--- src/rtl/mac_acc_pipe_if.sv ---
// Beat and result bundle for the pipelined dot-product MAC.
// The producer side uses the master modport; the MAC uses the slave modport.
interface mac_acc_pipe_if #(
    parameter int bw      = 8,
    parameter int pr      = 16,
    parameter int bw_psum = 2*bw+6
);
    logic                 in_valid;
    logic                 in_first;
    logic                 in_last;
    logic                 unsigned_a;
    logic [pr*bw-1:0]     a;
    logic [pr*bw-1:0]     b;
    logic [bw_psum-1:0]   out;
    logic                 out_valid;
    logic                 out_sat;

    modport master (
        output in_valid, in_first, in_last, unsigned_a, a, b,
        input  out, out_valid, out_sat
    );

    modport slave (
        input  in_valid, in_first, in_last, unsigned_a, a, b,
        output out, out_valid, out_sat
    );
endinterface

--- src/rtl/mac_acc_pipe.sv ---
// Three-stage dot-product MAC: per-element products, registered adder tree,
// then a saturating accumulator framed by first/last flags.
module mac_acc_pipe #(
    parameter int bw      = 8,
    parameter int pr      = 16,
    parameter int bw_psum = 2*bw+6
) (
    input  logic         clk,
    input  logic         reset,
    mac_acc_pipe_if.slave bus
);
    localparam int PW = 2*bw+1;

    // Element a is zero- or sign-extended by mode; b is always signed.
    function automatic logic signed [PW-1:0] mul_elem(
        input logic [bw-1:0] ea,
        input logic [bw-1:0] eb,
        input logic          ua
    );
        logic signed [bw:0] xa;
        logic signed [bw:0] xb;
        xa = {(ua ? 1'b0 : ea[bw-1]), ea};
        xb = {eb[bw-1], eb};
        return PW'(xa) * PW'(xb);
    endfunction

    // Returns {clamped, value}: clamps a one-bit-wider sum into bw_psum bits.
    function automatic logic [bw_psum:0] clamp_sum(input logic signed [bw_psum:0] wide);
        logic [bw_psum:0] res;
        if (wide[bw_psum] != wide[bw_psum-1]) begin
            if (wide[bw_psum] == 1'b0) begin
                res = {1'b1, 1'b0, {(bw_psum-1){1'b1}}};
            end else begin
                res = {1'b1, 1'b1, {(bw_psum-1){1'b0}}};
            end
        end else begin
            res = {1'b0, wide[bw_psum-1:0]};
        end
        return res;
    endfunction

    logic signed [PW-1:0]      w_prod [pr];
    logic signed [PW-1:0]      r_prod [pr];
    logic                      r_p_valid;
    logic                      r_p_first;
    logic                      r_p_last;

    logic signed [bw_psum-1:0] w_sum;
    logic signed [bw_psum-1:0] r_s_sum;
    logic                      r_s_valid;
    logic                      r_s_first;
    logic                      r_s_last;

    logic signed [bw_psum-1:0] w_base;
    logic signed [bw_psum:0]   w_wide;
    logic [bw_psum:0]          w_clamp;
    logic                      w_sat_next;
    logic signed [bw_psum-1:0] r_acc;
    logic                      r_sat;
    logic [bw_psum-1:0]        r_out;
    logic                      r_out_valid;
    logic                      r_out_sat;

    // Per-element products for the incoming beat.
    always_comb begin
        for (int k = 0; k < pr; k++) begin
            w_prod[k] = mul_elem(bus.a[bw*k +: bw], bus.b[bw*k +: bw], bus.unsigned_a);
        end
    end

    // Stage P: product registers; data holds across bubbles.
    always_ff @(posedge clk) begin
        if (reset) begin
            for (int k = 0; k < pr; k++) begin
                r_prod[k] <= '0;
            end
            r_p_valid <= 1'b0;
            r_p_first <= 1'b0;
            r_p_last  <= 1'b0;
        end else begin
            r_p_valid <= bus.in_valid;
            r_p_first <= bus.in_valid & bus.in_first;
            r_p_last  <= bus.in_valid & bus.in_last;
            if (bus.in_valid) begin
                for (int k = 0; k < pr; k++) begin
                    r_prod[k] <= w_prod[k];
                end
            end
        end
    end

    // Reduction of the sign-extended products; width rules out overflow.
    always_comb begin
        w_sum = '0;
        for (int k = 0; k < pr; k++) begin
            w_sum = w_sum + bw_psum'(r_prod[k]);
        end
    end

    // Stage S: registered beat sum.
    always_ff @(posedge clk) begin
        if (reset) begin
            r_s_sum   <= '0;
            r_s_valid <= 1'b0;
            r_s_first <= 1'b0;
            r_s_last  <= 1'b0;
        end else begin
            r_s_valid <= r_p_valid;
            r_s_first <= r_p_first;
            r_s_last  <= r_p_last;
            if (r_p_valid) begin
                r_s_sum <= w_sum;
            end else begin
                r_s_sum <= r_s_sum;
            end
        end
    end

    // Accumulate onto zero at group start, otherwise onto the running total.
    always_comb begin
        if (r_s_first) begin
            w_base = '0;
        end else begin
            w_base = r_acc;
        end
        w_wide     = (bw_psum+1)'(w_base) + (bw_psum+1)'(r_s_sum);
        w_clamp    = clamp_sum(w_wide);
        w_sat_next = (r_s_first ? 1'b0 : r_sat) | w_clamp[bw_psum];
    end

    // Stage A: accumulator, sticky saturation and registered result.
    always_ff @(posedge clk) begin
        if (reset) begin
            r_acc       <= '0;
            r_sat       <= 1'b0;
            r_out       <= '0;
            r_out_sat   <= 1'b0;
            r_out_valid <= 1'b0;
        end else begin
            r_out_valid <= r_s_valid & r_s_last;
            if (r_s_valid) begin
                r_acc <= w_clamp[bw_psum-1:0];
                r_sat <= w_sat_next;
                if (r_s_last) begin
                    r_out     <= w_clamp[bw_psum-1:0];
                    r_out_sat <= w_sat_next;
                end
            end
        end
    end

    assign bus.out       = r_out;
    assign bus.out_valid = r_out_valid;
    assign bus.out_sat   = r_out_sat;
endmodule

--- src/flat_wrapper.sv ---
// flat-port wrapper written by rule: the top's interface ports become plain ports
module mac_acc_pipe_flat 
#(
    parameter int bw      = 8,
    parameter int pr      = 16,
    parameter int bw_psum = 2*bw+6
)
  (clk, reset, bus_in_valid, bus_in_first, bus_in_last, bus_unsigned_a, bus_a, bus_b, bus_out, bus_out_valid, bus_out_sat);
  mac_acc_pipe_if #(.bw(bw), .pr(pr), .bw_psum(bw_psum)) bus_i ();
  input  logic clk;
  input  logic reset;
  input wire logic [$bits(bus_i.in_valid)-1:0] bus_in_valid;
  input wire logic [$bits(bus_i.in_first)-1:0] bus_in_first;
  input wire logic [$bits(bus_i.in_last)-1:0] bus_in_last;
  input wire logic [$bits(bus_i.unsigned_a)-1:0] bus_unsigned_a;
  input wire logic [$bits(bus_i.a)-1:0] bus_a;
  input wire logic [$bits(bus_i.b)-1:0] bus_b;
  output wire logic [$bits(bus_i.out)-1:0] bus_out;
  output wire logic [$bits(bus_i.out_valid)-1:0] bus_out_valid;
  output wire logic [$bits(bus_i.out_sat)-1:0] bus_out_sat;
  assign bus_i.in_valid = bus_in_valid;
  assign bus_i.in_first = bus_in_first;
  assign bus_i.in_last = bus_in_last;
  assign bus_i.unsigned_a = bus_unsigned_a;
  assign bus_i.a = bus_a;
  assign bus_i.b = bus_b;
  assign bus_out = bus_i.out;
  assign bus_out_valid = bus_i.out_valid;
  assign bus_out_sat = bus_i.out_sat;
  mac_acc_pipe #(.bw(bw), .pr(pr), .bw_psum(bw_psum)) u_core (.clk(clk), .reset(reset), .bus(bus_i));
endmodule
--- config.mk ---
export PLATFORM = sky130hd
export DESIGN_NAME = mac_acc_pipe_flat
export DESIGN_NICKNAME = d
export VERILOG_FILES = /design/src/rtl/mac_acc_pipe_if.sv /design/src/rtl/mac_acc_pipe.sv /design/src/flat_wrapper.sv
export SDC_FILE = /design/constraint.sdc
export NUM_CORES = 2
export LEC_CHECK = 0
export ABC_AREA = 1
export ABC_CLOCK_PERIOD_IN_PS = 24400
export CAP_MARGIN = 10
export CORE_MARGIN = 5
export CORE_UTILIZATION = 40
export DETAILED_ROUTE_END_ITERATION = 6
export GPL_ROUTABILITY_DRIVEN = 0
export PLACE_DENSITY = 0.67
export SLEW_MARGIN = 10
export SYNTH_ARGS = -nofsm -noshare
export SYNTH_HDL_FRONTEND = slang
export SYNTH_SLANG_ARGS = --single-unit
--- constraint.sdc ---
create_clock -name clk -period 24.4 [get_ports clk]
set_clock_uncertainty 0.05 [all_clocks]
set_input_delay 2.44 -clock clk [delete_from_list [all_inputs] [get_ports clk]]
set_output_delay 2.44 -clock clk [all_outputs]
set_load 0.02 [all_outputs]
==> metrics.yaml <==
run_status: "finished clean"
drc_errors: 0
htreeDepth: 2
vias: 50243
die-area_um2: 174000
clkLatencyLatePin_ns: 0.61
drv_cap: 0
ys_types: 43
core_area_um2: 165000
dpl.hpwl_um: 144000
initial_core_util_pct: 40.2
nets: 10213
grt.total_usage_pct: 19.5
layout_common_cells: "2433 x inv_1, 1450 x nand2_1, 1218 x fa_1"
post-route-min-period_ns: 7.21
yosysTopAreaCellShare_pct: 36.7
grt_antenna_before_repair: 51
die_x_um: 417
worst_slew_margin_rel_pct: 26.7
avgSynthCellArea_um2: 8.15
cts.clk_slew.worst_paths_ns: 0.06
cts_hold_buffers: 0
seq_area_frac_synth_pct: 14.6
wl_per_cell_um: 16.0
cpMostUsedCell: "fa_1"
crit_buf_inv: 6
grt_pass1_wl_um: 273000
cts_setup_buffers: 0
fill_cells: 16176
max_freq_mhz: 139
synth-seq-cells: 347
syn_area_um2: 66400
avgViaCountPerCell: 4.82
synth_edf_count: 272
cts-root-buf: "clkbuf_16"
grt_pass1_vias: 52414
wirelength_um: 167000
end_kind: "register"
arrival_ns: 7.70
synthArstFlopShare_pct: 0
drive_gt1_share_pct: 2.60
ant_nets: 0
yosys.area.top_type: "fa_1"
synthCells: 8144
drt_pre_antenna_iters: 6
critical-path-top-delay-family: "adder cells"
synthFlopType: "edfxtp_1"
ys_top_cells_by_area: "fa_1 37%, inv_1 14%, edfxtp_1 12%"
cts_buffer_depth: 3
grt_overflow: 0
fin_crit_sh_pct: 29.5
cp_slowest_cell: "fa_1"
cts_tree: "done"
cp-start-kind: "register"
hp-class: "reg -> reg"
rsz0062_at_grt: "no"
synthToLayoutAreaGrowth_pct: 8.87
ios: 286
worst-endpoint-required_ns: 24.90
grt_max_degree: 86
ys_warn_count: 0
setup_viol: 0
path_class: "reg -> reg"
io_buffer_count: 285
final_common_cell: "inv_1"
hold_viol: 0
crit_fanout: 5
detail_route.iter0.violations: 3234
cp_slowest_stage_delay_ns: 0.50
placementRows: 149
tightest_slew_ns: 1.10
drv_slew: 0
syn_nets: 10185
cts_made_buffers: 41
clock-sinks: 347
die_h_um: 417
tns_ns: 0
cts.repair.resized: 0
==> state kept, by name (all words and copies together), names as in the netlist <==
name                  cells
u_core.r_p_last           1
u_core.r_s_last           1
u_core.r_prod           272
u_core.r_p_first          1
u_core.r_s_sum           22
u_core.r_sat              1
u_core.r_acc             22
u_core.bus.out           22
u_core.r_p_valid          1
u_core.bus.out_sat        1
u_core.r_s_first          1
u_core.bus.out_valid      1
u_core.r_s_valid          1
==> area by class of cell <==
class	instances	area, um2	share of cell area [%]
repair buffers	297	2940	4.06
multi-input cells	5043	46400	64.1
well taps	2189	2740	3.79
clock inverters	22	216	0.299
clock buffers	52	1110	1.54
inverters	2442	9170	12.7
flip-flops and latches	347	9670	13.4
diodes	30	75.1	0.104
==> cells by family (layout without fill, tap and decap cells) <==
logic type	Yosys count	in the layout	synth area share (%)
xor+xnor	136	136	1.79
simple gates	2342	2342	14.4
other cells	0	30	0
buf+inv	2754	2813	15.6
fa+ha+maj	1779	1779	47.3
flops	347	347	14.6
compound gates	786	786	6.29
==> metrics by stage <==
stage	cell area (um2)	std cells	utilization [%]	setup WS (ns)	hold WS, ns
final	72300	10422	43.8	17.19	0.362
after global routing	72300	10417	43.8	16.84	0.393
after CTS	72200	10392	43.8	17.18	0.364
after detailed placement	70900	10318	43.0	16.85	0.347
after global placement	70900	10318	43.0	16.96	0.349
after floorplan	66400	8144	-	14.81	0.338
==> routing by layer <==
layer / GRT usage [%] / up-vias / wire [um]
li1: - / 23929 / -
met1: 25.6 / 24732 / 70400
met2: 33.5 / 1315 / 82300
met3: 2.05 / 253 / 8540
met4: 6.82 / 14 / 5810
met5: 0 / - / 96
==> path summary, 6_finish.rpt <==
path / to / cells past startpoint / slack (ns) / start
worst max-delay path: u_core.r_s_sum[13]$_SDFFE_PP0P_ / 29 / 17.19 / u_core.r_prod[1][1]$_SDFFCE_PN0P_
worst min-delay path: u_core.r_s_first$_SDFF_PP0_ / 2 / 0.36 / u_core.r_p_first$_SDFF_PP0_
worst max register to register: u_core.r_s_sum[13]$_SDFFE_PP0P_ / 29 / 17.19 / u_core.r_prod[1][1]$_SDFFCE_PN0P_
worst min register to register: u_core.r_s_first$_SDFF_PP0_ / 2 / 0.36 / u_core.r_p_first$_SDFF_PP0_
==> cells in the mapped netlist (all sizes together), types with 18 or more instances <==
cell type  instances
o21bai            40
buf               18
fa              1218
nand4             43
or2              117
nand3            180
a21oi            393
clkbuf           294
xor2              41
xnor2             95
edfxtp           272
dfxtp             75
o21ai            293
nor3              55
inv             2439
nor2             476
ha               561
nand2           1457
==> worst register-to-register path: cells and delay by family, from the launching register on <==
kind	cells	cell delay, ns
fa+ha+maj	10	4.44
xor+xnor	1	0.29
flops	1	0.41
compound gates	3	0.58
buf+inv	6	0.41
simple gates	9	0.96
Power is left out: the tool's default activity adds up to more than one toggle a clock period on the data nets, which glitch-free logic cannot reach.
